[config.mk]
export PLATFORM = sky130hd
export DESIGN_NAME = seq_detect_ctrl
export DESIGN_NICKNAME = d
export VERILOG_FILES = /design/src/rtl/seq_detect_ctrl.sv
export SDC_FILE = /design/constraint.sdc
export NUM_CORES = 1
export LEC_CHECK = 0
export ABC_CLOCK_PERIOD_IN_PS = 3400
export CAP_MARGIN = 20
export CELL_PAD_IN_SITES_DETAIL_PLACEMENT = 0
export CELL_PAD_IN_SITES_GLOBAL_PLACEMENT = 1
export CORE_AREA = 5 5 99 101
export CTS_BUF_LIST = sky130_fd_sc_hd__clkbuf_16
export CTS_CLUSTER_DIAMETER = 30
export DETAILED_ROUTE_END_ITERATION = 10
export DIE_AREA = 0 0 104 106
export GPL_TIMING_DRIVEN = 0
export PLACE_DENSITY_LB_ADDON = 0.1
export SYNTH_ARGS = -nofsm -noshare
export SYNTH_HDL_FRONTEND = slang
export SYNTH_SLANG_ARGS = --single-unit
[constraint.sdc]
create_clock -name clock -period 3.4 [get_ports clock]
set_input_delay 1.02 -clock clock [delete_from_list [all_inputs] [get_ports clock]]
set_output_delay 1.02 -clock clock [all_outputs]
set_load 0.01 [all_outputs]
[src/rtl/seq_detect_ctrl.sv]
// ---------------------------------------------------------------------------
// seq_detect_ctrl
//
// This block detects a configurable serial bit pattern in a stream. Each run
// covers a fixed number of accepted stream bits, called the window.
//
// Operation:
//   IDLE  -> a legal configuration is accepted -> ARMED
//   ARMED -> start -> RUN, or straight to DONE when the window is zero
//   RUN   -> accepts one bit per cycle while bit_valid is high; accepting
//            the final window bit moves to DONE
//   RUN   -> abort -> ARMED, with no done pulse
//   DONE  -> one cycle only, then ARMED
//
// Ports:
//   clock, reset_n       single clock; synchronous active-low reset
//   cfg_valid/cfg_ready  configuration handshake; accepted in IDLE and ARMED
//   cfg_pattern          pattern bits; bit 0 is the newest bit of the sequence
//   cfg_len              pattern length in bits, legal range 1..PAT_W
//   cfg_overlap          1 = a match may reuse bits from the previous match
//   cfg_window           number of accepted stream bits per run
//   cfg_err              one-cycle pulse after an illegal cfg_len is offered
//   start, abort         begin a run / end a run early
//   bit_valid, bit_in    serial stream input
//   busy, done           RUN state / one-cycle window-complete pulse
//   match                registered one-cycle pulse for each detected match
//   match_count          saturating count of matches in the current/last run
//   overflow             sticky flag; set when match_count saturated
// ---------------------------------------------------------------------------
module seq_detect_ctrl #(
  parameter int PAT_W = 8,
  parameter int CNT_W = 8,
  parameter int WIN_W = 16
) (
  input  logic             clock,
  input  logic             reset_n,
  input  logic             cfg_valid,
  output logic             cfg_ready,
  input  logic [PAT_W-1:0] cfg_pattern,
  input  logic [3:0]       cfg_len,
  input  logic             cfg_overlap,
  input  logic [WIN_W-1:0] cfg_window,
  output logic             cfg_err,
  input  logic             start,
  input  logic             abort,
  input  logic             bit_valid,
  input  logic             bit_in,
  output logic             busy,
  output logic             match,
  output logic [CNT_W-1:0] match_count,
  output logic             overflow,
  output logic             done
);

  typedef enum logic [1:0] {IDLE, ARMED, RUN, DONE} state_t;

  state_t state, state_next;

  // Stored configuration
  logic [PAT_W-1:0] pat_q;
  logic [3:0]       len_q;
  logic             overlap_q;
  logic [WIN_W-1:0] window_q;

  // Run state
  logic [PAT_W-1:0] hist;
  logic [3:0]       fill;
  logic [WIN_W-1:0] win_cnt;
  logic             match_q;
  logic             cfg_err_q;

  // Decoded controls
  logic             cfg_fire, cfg_legal, start_fire, accept, last_bit, hit;
  logic [PAT_W-1:0] hist_shift, len_mask;
  logic [3:0]       fill_inc;

  always_comb begin
    // NOTE: every signal gets a default before any branch, so no path leaves
    // one unassigned and no latch is inferred.
    cfg_fire   = cfg_valid && cfg_ready;
    cfg_legal  = (cfg_len != 4'd0) && (32'(cfg_len) <= PAT_W);
    // A configuration offered in the same cycle as start takes precedence,
    // whether or not that configuration is legal.
    start_fire = (state == ARMED) && start && !cfg_fire;
    // abort blocks acceptance of a bit, and therefore also blocks window
    // completion.
    accept     = (state == RUN) && bit_valid && !abort;
    last_bit   = accept && (win_cnt == WIN_W'(1));

    hist_shift = {hist[PAT_W-2:0], bit_in};
    // fill saturates at len_q, so "fill >= len" reduces to an equality test.
    fill_inc   = (fill < len_q) ? fill + 4'd1 : fill;
    len_mask   = '0;
    for (int i = 0; i < PAT_W; i++) begin
      len_mask[i] = (i < int'(len_q));
    end
    hit = accept && (fill_inc == len_q) &&
          (((hist_shift ^ pat_q) & len_mask) == '0);

    state_next = state;
    unique case (state)
      IDLE:  if (cfg_fire && cfg_legal) state_next = ARMED;
      ARMED: if (start_fire) state_next = (window_q == '0) ? DONE : RUN;
      RUN: begin
        if (abort)         state_next = ARMED;
        else if (last_bit) state_next = DONE;
      end
      DONE:  state_next = ARMED;
      default: state_next = IDLE;
    endcase
  end

  // NOTE: sequential state is written only with non-blocking assignments, so
  // every register samples values from before this edge.
  always_ff @(posedge clock) begin
    if (!reset_n) state <= IDLE;
    else          state <= state_next;
  end

  always_ff @(posedge clock) begin
    if (!reset_n) begin
      pat_q       <= '0;
      len_q       <= '0;
      overlap_q   <= 1'b0;
      window_q    <= '0;
      hist        <= '0;
      fill        <= '0;
      win_cnt     <= '0;
      match_q     <= 1'b0;
      cfg_err_q   <= 1'b0;
      match_count <= '0;
      overflow    <= 1'b0;
    end else begin
      match_q   <= hit;
      cfg_err_q <= cfg_fire && !cfg_legal;

      if (cfg_fire && cfg_legal) begin
        pat_q     <= cfg_pattern;
        len_q     <= cfg_len;
        overlap_q <= cfg_overlap;
        window_q  <= cfg_window;
      end

      if (start_fire) begin
        match_count <= '0;
        overflow    <= 1'b0;
        hist        <= '0;
        fill        <= '0;
        win_cnt     <= window_q;
      end

      if (accept) begin
        hist    <= hist_shift;
        win_cnt <= win_cnt - WIN_W'(1);
        // In non-overlap mode, the next match must be built from len fresh
        // bits.
        fill    <= (hit && !overlap_q) ? 4'd0 : fill_inc;
        if (hit) begin
          if (&match_count) overflow    <= 1'b1;
          else              match_count <= match_count + CNT_W'(1);
        end
      end
    end
  end

  assign cfg_ready = (state == IDLE) || (state == ARMED);
  assign busy      = (state == RUN);
  assign done      = (state == DONE);
  assign match     = match_q;
  assign cfg_err   = cfg_err_q;

endmodule

==> report_table.html, run 1 <==
<table>
<tr><th>Metric</th><th>Value</th></tr>
<tr><th colspan="2">Outcome</th></tr>
<tr><td>Result of the run</td><td>finished clean</td></tr>
<tr><th colspan="2">Worst setup path</th></tr>
<tr><td>Cell with the largest stage delay on the worst path</td><td>clkdlybuf4s50_1</td></tr>
<tr><td>Ordered cell list for the critical path</td><td>clkdlybuf4s50_1 &gt; and3b_1 &gt; o221ai_1 &gt; nor3_1 &gt; o2111ai_1 &gt; or2_1 &gt; clkbuf_2 &gt; or4_1 &gt; nand3_1</td></tr>
<tr><td>Crit start category</td><td>input port</td></tr>
<tr><td>CP arrival</td><td>3470 ps</td></tr>
<tr><td>Endpoint type of the worst setup path</td><td>register</td></tr>
<tr><td>Data required time of the worst path</td><td>3670 ps</td></tr>
<tr><td>Maximum fanout encountered on the critical timing path</td><td>8</td></tr>
<tr><td>Path length in cells of the critical path</td><td>9</td></tr>
<tr><td>CP Class</td><td>input port to register</td></tr>
<tr><td>Cell depth of the worst flop-to-flop path</td><td>10</td></tr>
<tr><td>Worst path bufs/invs</td><td>2</td></tr>
<tr><td>Critical Path Max Stage Delay</td><td>520 ps</td></tr>
<tr><td>Dominant delay contributor by cell family on the critical path</td><td>simple AND/OR/NAND/NOR gates</td></tr>
<tr><th colspan="2">Synthesis</th></tr>
<tr><td>YS warnings</td><td>0</td></tr>
<tr><td>Flip-flop and latch count after synthesis</td><td>69</td></tr>
<tr><td>Sequential share of the synthesized area</td><td>40.5%</td></tr>
<tr><td>Async set-reset flop share out of synthesis</td><td>0%</td></tr>
<tr><td>Post-Synthesis Mean Instance Area</td><td>8.04 um2</td></tr>
<tr><td>Number of distinct library cells after synthesis</td><td>61</td></tr>
<tr><td>Top flip-flop cell by instance count after synthesis</td><td>dfxtp_1</td></tr>
<tr><td>Post-Synthesis Net Count</td><td>471</td></tr>
<tr><td>Post-synth EDFFs</td><td>0</td></tr>
<tr><td>Total standard cell area after synthesis</td><td>3410 um2</td></tr>
<tr><td>Number of standard cells after synthesis</td><td>424</td></tr>
<tr><th colspan="2">Timing</th></tr>
<tr><td>Setup total negative slack</td><td>0 ps</td></tr>
<tr><td>Highest attainable clock frequency</td><td>0.312 GHz</td></tr>
<tr><td>RSZ-0062 raised after global routing</td><td>no</td></tr>
<tr><td>Number of max-slew violations in the final report</td><td>0</td></tr>
<tr><td>Max transition margin</td><td>31.0%</td></tr>
<tr><td># setup viols final</td><td>0</td></tr>
<tr><td>Final hold vios</td><td>0</td></tr>
<tr><td>Worst-Margin Slew</td><td>1030 ps</td></tr>
<tr><td>Worst clock skew</td><td>8.44 ps</td></tr>
<tr><td>Final critical delay including setup and external delays</td><td>3200 ps</td></tr>
<tr><td>Ratio of final minimum period to clock period</td><td>94.2%</td></tr>
<tr><th colspan="2">Detailed routing</th></tr>
<tr><td>Count of routing violations after the opening detailed-route iteration</td><td>123</td></tr>
<tr><td>Total number of vias</td><td>3254</td></tr>
<tr><td>DRT Wirelength</td><td>9.54 mm</td></tr>
<tr><td>Routed wire per std cell</td><td>15.9 um</td></tr>
<tr><td>Drc violations</td><td>0</td></tr>
<tr><td>Per-cell via count in the routed design</td><td>5.42</td></tr>
<tr><td>Iteration count of the initial detailed-routing pass</td><td>5</td></tr>
<tr><td>Final antenna-violating net count</td><td>0</td></tr>
<tr><th colspan="2">Clocking</th></tr>
<tr><td>Root buffer selected by CTS</td><td>clkbuf_16</td></tr>
<tr><td>Clock sink count</td><td>69</td></tr>
<tr><td>Htree depth</td><td>3</td></tr>
<tr><td>CTS tree</td><td>yes</td></tr>
<tr><td>Later-pin clock latency in the skew report</td><td>330 ps</td></tr>
<tr><td>Post-CTS setup buffer count</td><td>0</td></tr>
<tr><td>Number of hold-repair buffers added at the cts stage</td><td>0</td></tr>
<tr><td>Register clock-pin slew on the reported worst setup and hold paths</td><td>60 ps</td></tr>
<tr><td>Clock buffers created by TritonCTS</td><td>9</td></tr>
<tr><td>Buffer levels on the longest clock path</td><td>2</td></tr>
<tr><th colspan="2">Global route</th></tr>
<tr><td>Met1 global-route usage</td><td>24.3%</td></tr>
<tr><td>Global-route layer with the greatest usage</td><td>met2</td></tr>
<tr><td>Total track usage</td><td>17.5%</td></tr>
<tr><td>First-pass GRT wire length</td><td>15.8 mm</td></tr>
<tr><td>Pin count of the biggest net entering global routing</td><td>13</td></tr>
<tr><td>Via count of the first global-routing pass</td><td>3124</td></tr>
<tr><td>Met2 global-route usage</td><td>26.8%</td></tr>
<tr><td>Number of antenna violations at the first check in global routing</td><td>0</td></tr>
<tr><td>GR met3 Demand/Resource</td><td>3.58%</td></tr>
<tr><td>Total overflow reported by the global router</td><td>0</td></tr>
<tr><th colspan="2">Finish</th></tr>
<tr><td>Register cell area after layout</td><td>1380 um2</td></tr>
<tr><td>Number of fillers in the final layout</td><td>906</td></tr>
<tr><td>Multi-input gate area in the final layout</td><td>1900 um2</td></tr>
<tr><td>Fraction of final layout cells with drive strength greater than 1</td><td>5.93%</td></tr>
<tr><td>Final-stage net count</td><td>531</td></tr>
<tr><td>Antenna diode count</td><td>0</td></tr>
<tr><td>Relative area change from synthesis to final layout</td><td>28.6%</td></tr>
<tr><th colspan="2">Worst hold path</th></tr>
<tr><td>Cell depth of the worst hold path</td><td>2</td></tr>
<tr><td>Type of the worst min-delay path</td><td>register to register</td></tr>
<tr><th colspan="2">Floorplan</th></tr>
<tr><td>Number of placed I/O pins</td><td>50</td></tr>
<tr><td>Core ar.</td><td>8930 um2</td></tr>
<tr><td>Die outline width</td><td>104 um</td></tr>
<tr><td>Die Outline Area</td><td>11000 um2</td></tr>
<tr><td>Die Y</td><td>106 um</td></tr>
<tr><td>Number of core rows</td><td>35</td></tr>
<tr><td>Initial core utilization</td><td>38.2%</td></tr>
<tr><th colspan="2">Power and ir drop</th></tr>
<tr><td>Total power consumption of the routed design</td><td>2.42 mW</td></tr>
<tr><td>Total power density per cell area</td><td>552 nW/um2</td></tr>
<tr><td>Worst ir drop on vdd</td><td>0.252 mV</td></tr>
<tr><td>Cell leakage power</td><td>1.54 nW</td></tr>
<tr><th colspan="2">Placement</th></tr>
<tr><td>IO Port Bufs</td><td>49</td></tr>
<tr><td>Routability Congestion</td><td>0.845</td></tr>
<tr><td>HPWL reported at the end of detailed placement</td><td>7.00 mm</td></tr>
<tr><th colspan="2">Run</th></tr>
<tr><td>Maximum Capacitance Violations</td><td>0</td></tr>
</table>
sequential cells by signal, summed over array words and instances, names as in the netlist:
name         count
match_count      8
win_cnt         16
cfg_err          1
hist             7
overlap_q        1
state            2
pat_q            8
window_q        16
overflow         1
len_q            4
fill             4
match            1
layout by cell type, fill, tap and decap left out, types with 3 or more instances in the layout:
cell	instances
a22oi_1	9
xor2_1	3
a221oi_1	3
mux2i_1	3
dfxtp_1	69
nor4_1	6
nor2_1	33
ha_1	11
o21ai_0	21
o211ai_1	6
nand3_1	14
nand3b_1	5
clkbuf_1	17
a21oi_1	55
nand2_1	69
xnor2_1	13
bufinv_16	3
o22ai_1	3
nor2b_1	4
clkbuf_16	9
clkdlybuf4s50_1	49
nor3_1	11
a211oi_1	4
and3_1	7
inv_1	10
tightest hold or removal path, stage by stage (launching register included):
cell	delay [ps]
dfxtp_1	310
o41ai_1	60
a21oi_1	50
worst paths after layout:
check	slack [ps]	to	startpoint
worst max-delay path	200	match_count[5]	bit_valid
worst min-delay path	470	win_cnt[9]	win_cnt[9]
worst max register to register	560	match_count[5]	len_q[1]
worst min register to register	470	win_cnt[9]	win_cnt[9]
area by class of cell:
cell class,count,share of cell area [%]
plain buffers,22,2.25
clock buffers,9,5.14
clock inverters,7,2.62
inverters,10,0.856
multi-input cells,323,43.3
flip-flops and latches,69,31.5
well taps,111,3.17
repair buffers,49,11.2
layer usage:
| layer | vias to the layer above | wire length, um |
|---|---|---|
| li1 | 1645 | - |
| met1 | 1519 | 4690 |
| met2 | 79 | 4170 |
| met3 | 11 | 514 |
| met4 | 0 | 155 |
| met5 | - | 0 |
synth_stat cells, types with 3 or more instances:
| cell type | n | area share (%) |
|---|---|---|
| a22oi_1 | 9 | 2.0 |
| nor2b_1 | 4 | 0.73 |
| o21ai_0 | 21 | 3.1 |
| a21oi_1 | 55 | 8.1 |
| dfxtp_1 | 69 | 40 |
| ha_1 | 11 | 4.0 |
| nor4_1 | 6 | 1.1 |
| and3_1 | 7 | 1.3 |
| o211ai_1 | 6 | 1.3 |
| xnor2_1 | 13 | 3.3 |
| nand3_1 | 14 | 2.1 |
| clkbuf_1 | 17 | 1.9 |
| xor2_1 | 3 | 0.77 |
| inv_1 | 9 | 0.99 |
| nand2_1 | 69 | 7.6 |
| nor3_1 | 11 | 1.6 |
| nand3b_1 | 5 | 1.1 |
| nor2_1 | 33 | 3.6 |
| o22ai_1 | 3 | 0.55 |
| a221oi_1 | 3 | 0.77 |
| a211oi_1 | 4 | 0.88 |
| mux2i_1 | 3 | 0.88 |
cells by family after synthesis:
group / share of synthesized area (%)
multiplexers: 1.54
adder cells (fa/ha/maj): 4.04
buffers and inverters: 4.00
flip-flops: 40.5
XOR/XNOR: 4.11
AO/OA/AOI/OAI: 22.7
AND/OR/NAND/NOR: 23.1
metrics by stage:
step                      hold WS [ps]  area [um2]  instances  utilization, %  worst slack (ps)
after global routing               494        4390        600            49.1              19.9
after CTS                          471        4380        600            49.0               197
after floorplan                    435        3410        424               -               745
after global placement             455        4040        584            45.2              -144
after detailed placement           463        4040        584            45.2              -111
final                              467        4390        600            49.1               199
power by group:
part / internal, mW / switching, mW
Combinational: 0.182 / 0.259
Sequential: 0.863 / 0.0510
Clock: 0.713 / 0.353
Total: 1.76 / 0.663
repair_timing:
action	4_1_cts	5_1_grt
setup endpoints to repair	0	3
resized for setup	0	1
endpoints found under the hold margin	0	0
Power figures use the tool's default switching activity.
==> run 2, diff against run 1 <==
SLEW_MARGIN = 20   (was not set)
==> report_table.html, run 2 (same netlist as run 1, synthesis figures left out) <==
<table>
<tr><th>Metric</th><th>Value</th></tr>
<tr><th colspan="2">Outcome</th></tr>
<tr><td>Result of the run</td><td>finished clean (unchanged)</td></tr>
<tr><th colspan="2">Timing</th></tr>
<tr><td>Final hold vios</td><td>0 (unchanged)</td></tr>
<tr><td>Ratio of final minimum period to clock period</td><td>93.9% (was 94.2%)</td></tr>
<tr><td>Worst-Margin Slew</td><td>921 ps (was 1030 ps)</td></tr>
<tr><td>Highest attainable clock frequency</td><td>0.313 GHz (was 0.312 GHz)</td></tr>
<tr><td># setup viols final</td><td>0 (unchanged)</td></tr>
<tr><td>Number of max-slew violations in the final report</td><td>0 (unchanged)</td></tr>
<tr><td>Fin Hold WS</td><td>469 ps (was 467 ps)</td></tr>
<tr><td>Max transition margin</td><td>38.1% (was 31.0%)</td></tr>
<tr><td>Final critical delay including setup and external delays</td><td>3190 ps (was 3200 ps)</td></tr>
<tr><td>Worst clock skew</td><td>11.6 ps (was 8.44 ps)</td></tr>
<tr><td>RSZ-0062 raised after global routing</td><td>no (unchanged)</td></tr>
<tr><th colspan="2">Clocking</th></tr>
<tr><td>CTS tree</td><td>yes (unchanged)</td></tr>
<tr><td>Register clock-pin slew on the reported worst setup and hold paths</td><td>60 ps (about the same)</td></tr>
<tr><td>Htree depth</td><td>3 (unchanged)</td></tr>
<tr><td>Clock sink count</td><td>69 (unchanged)</td></tr>
<tr><td>Buffer levels on the longest clock path</td><td>2 (unchanged)</td></tr>
<tr><td>Clock buffers created by TritonCTS</td><td>9 (unchanged)</td></tr>
<tr><td>Post-CTS setup buffer count</td><td>0 (unchanged)</td></tr>
<tr><td>Later-pin clock latency in the skew report</td><td>330 ps (about the same)</td></tr>
<tr><td>Root buffer selected by CTS</td><td>clkbuf_16 (unchanged)</td></tr>
<tr><th colspan="2">Detailed routing</th></tr>
<tr><td>Per-cell via count in the routed design</td><td>5.41 (was 5.42)</td></tr>
<tr><td>Routed wire per std cell</td><td>15.8 um (was 15.9 um)</td></tr>
<tr><td>Total number of vias</td><td>3245 (was 3254)</td></tr>
<tr><td>DRT Wirelength</td><td>9.51 mm (was 9.54 mm)</td></tr>
<tr><td>Count of routing violations after the opening detailed-route iteration</td><td>120 (was 123)</td></tr>
<tr><td>Drc violations</td><td>0 (unchanged)</td></tr>
<tr><td>Final antenna-violating net count</td><td>0 (unchanged)</td></tr>
<tr><td>Iteration count of the initial detailed-routing pass</td><td>4 (was 5)</td></tr>
<tr><th colspan="2">Finish</th></tr>
<tr><td>Post-route standard cell area excluding fillers</td><td>4390 um2 (about the same)</td></tr>
<tr><td>Final-stage net count</td><td>531 (unchanged)</td></tr>
<tr><td>Antenna diode count</td><td>0 (unchanged)</td></tr>
<tr><td>Biggest registers after layout</td><td>win_cnt: 16 flops, window_q: 16 flops (unchanged)</td></tr>
<tr><td>Top library cells by usage in the layout, fill and taps aside</td><td>nand2_1 (69), dfxtp_1 (69), a21oi_1 (55) (unchanged)</td></tr>
<tr><td>Fraction of final layout cells with drive strength greater than 1</td><td>6.13% (was 5.93%)</td></tr>
<tr><td>Post-Route Utilization</td><td>49.2% (was 49.1%)</td></tr>
<tr><td>Relative area change from synthesis to final layout</td><td>28.8% (was 28.6%)</td></tr>
<tr><th colspan="2">Worst setup path</th></tr>
<tr><td>Worst path bufs/invs</td><td>2 (unchanged)</td></tr>
<tr><td>Crit start category</td><td>input port (unchanged)</td></tr>
<tr><td>Data required time of the worst path</td><td>3670 ps (about the same)</td></tr>
<tr><td>CP Class</td><td>input port to register (unchanged)</td></tr>
<tr><td>Cell with the largest stage delay on the worst path</td><td>clkdlybuf4s50_1 (unchanged)</td></tr>
<tr><td>Maximum fanout encountered on the critical timing path</td><td>8 (unchanged)</td></tr>
<tr><td>CP arrival</td><td>3460 ps (was 3470 ps)</td></tr>
<tr><td>Ordered cell list for the critical path</td><td>clkdlybuf4s50_1 &gt; and3b_1 &gt; o221ai_1 &gt; nor3_1 &gt; o2111ai_1 &gt; or2_1 &gt; clkbuf_2 &gt; or4_1 &gt; nand3_1 (unchanged)</td></tr>
<tr><td>Dominant delay contributor by cell family on the critical path</td><td>simple AND/OR/NAND/NOR gates (unchanged)</td></tr>
<tr><td>Critical Path Max Stage Delay</td><td>520 ps (about the same)</td></tr>
<tr><td>Endpoint type of the worst setup path</td><td>register (unchanged)</td></tr>
<tr><th colspan="2">Floorplan</th></tr>
<tr><td>Core ar.</td><td>8930 um2 (unchanged)</td></tr>
<tr><td>Die Y</td><td>106 um (unchanged)</td></tr>
<tr><td>Number of placed I/O pins</td><td>50 (unchanged)</td></tr>
<tr><td>Die outline width</td><td>104 um (unchanged)</td></tr>
<tr><td>Initial core utilization</td><td>38.2% (unchanged)</td></tr>
<tr><td>Die Outline Area</td><td>11000 um2 (unchanged)</td></tr>
<tr><td>Number of core rows</td><td>35 (unchanged)</td></tr>
<tr><th colspan="2">Global route</th></tr>
<tr><td>First-pass GRT wire length</td><td>15.8 mm (unchanged)</td></tr>
<tr><td>Via count of the first global-routing pass</td><td>3124 (unchanged)</td></tr>
<tr><td>Total track usage</td><td>17.5% (unchanged)</td></tr>
<tr><td>Total overflow reported by the global router</td><td>0 (unchanged)</td></tr>
<tr><td>Number of antenna violations at the first check in global routing</td><td>0 (unchanged)</td></tr>
<tr><td>Pin count of the biggest net entering global routing</td><td>13 (unchanged)</td></tr>
<tr><th colspan="2">Placement</th></tr>
<tr><td>Cell area after placement</td><td>4040 um2 (unchanged)</td></tr>
<tr><td>HPWL reported at the end of detailed placement</td><td>7.00 mm (unchanged)</td></tr>
<tr><td>IO Port Bufs</td><td>49 (unchanged)</td></tr>
<tr><td>Routability Congestion</td><td>0.845 (unchanged)</td></tr>
<tr><th colspan="2">Power and ir drop</th></tr>
<tr><td>Worst ir drop on vdd</td><td>0.252 mV (about the same)</td></tr>
<tr><td>Cell leakage power</td><td>1.55 nW (was 1.54 nW)</td></tr>
<tr><td>Total power density per cell area</td><td>551 nW/um2 (was 552 nW/um2)</td></tr>
<tr><th colspan="2">Worst hold path</th></tr>
<tr><td>Type of the worst min-delay path</td><td>register to register (unchanged)</td></tr>
<tr><th colspan="2">Run</th></tr>
<tr><td>Maximum Capacitance Violations</td><td>0 (unchanged)</td></tr>
</table>
[run 2: report_power, final]
part	leakage (nW)	total, mW	switching (mW)	internal [mW]
clock	0.167	1.06	0.350	0.713
sequential	0.559	0.915	0.0520	0.863
combinational	0.819	0.443	0.260	0.183
[run 2: final timing paths]
| kind | end | startpoint | cells past startpoint | slack [ps] |
|---|---|---|---|---|
| min reg2reg | pat_q[7] | pat_q[7] | 2 | 470 |
| min | pat_q[7] | pat_q[7] | 2 | 470 |
| max reg2reg | match_count[5] | len_q[1] | 10 | 560 |
| max | match_count[5] | bit_valid | 9 | 210 |
[run 2: metrics by stage]
| stage | instances | power (mW) | setup TNS (ps) | setup WS (ps) |
|---|---|---|---|---|
| after floorplan | 424 | 1.20 | 0 | 745 |
| after global placement | 584 | 1.37 | -497 | -144 |
| after detailed placement | 584 | 1.37 | -723 | -111 |
| after CTS | 600 | 2.44 | 0 | 197 |
| after global routing | 600 | 2.53 | 0 | 19.9 |
| final | 600 | 2.42 | 0 | 207 |
[run 2: timing repair]
action                     4_1_cts  5_1_grt
resized for setup                0        1
setup endpoints to repair        0        3
hold buffers                     0        0
[run 2: tightest hold or removal path, cell delays in order (launching register included)]
cell and delay [ps]:
dfxtp_1 310, nand2_1 50, a21oi_1 50
[run 2: routing by layer]
metal / track usage (%) / vias to the layer above / wire, um
li1: - / 1646 / -
met1: 24.3 / 1525 / 4720
met2: 26.8 / 60 / 4160
met3: 3.58 / 14 / 436
met4: 6.11 / 0 / 189
met5: 0 / - / 0
[run 2: layout make-up]
cell class	instances	area, um2
Sequential cell	69	1380
Multi-Input combinational cell	323	1900
Clock buffer	9	225
Inverter	10	37.5
Timing Repair Buffer	49	490
Fill cell	906	4540
Buffer	22	98.8
Tap cell	111	139
Clock inverter	7	115
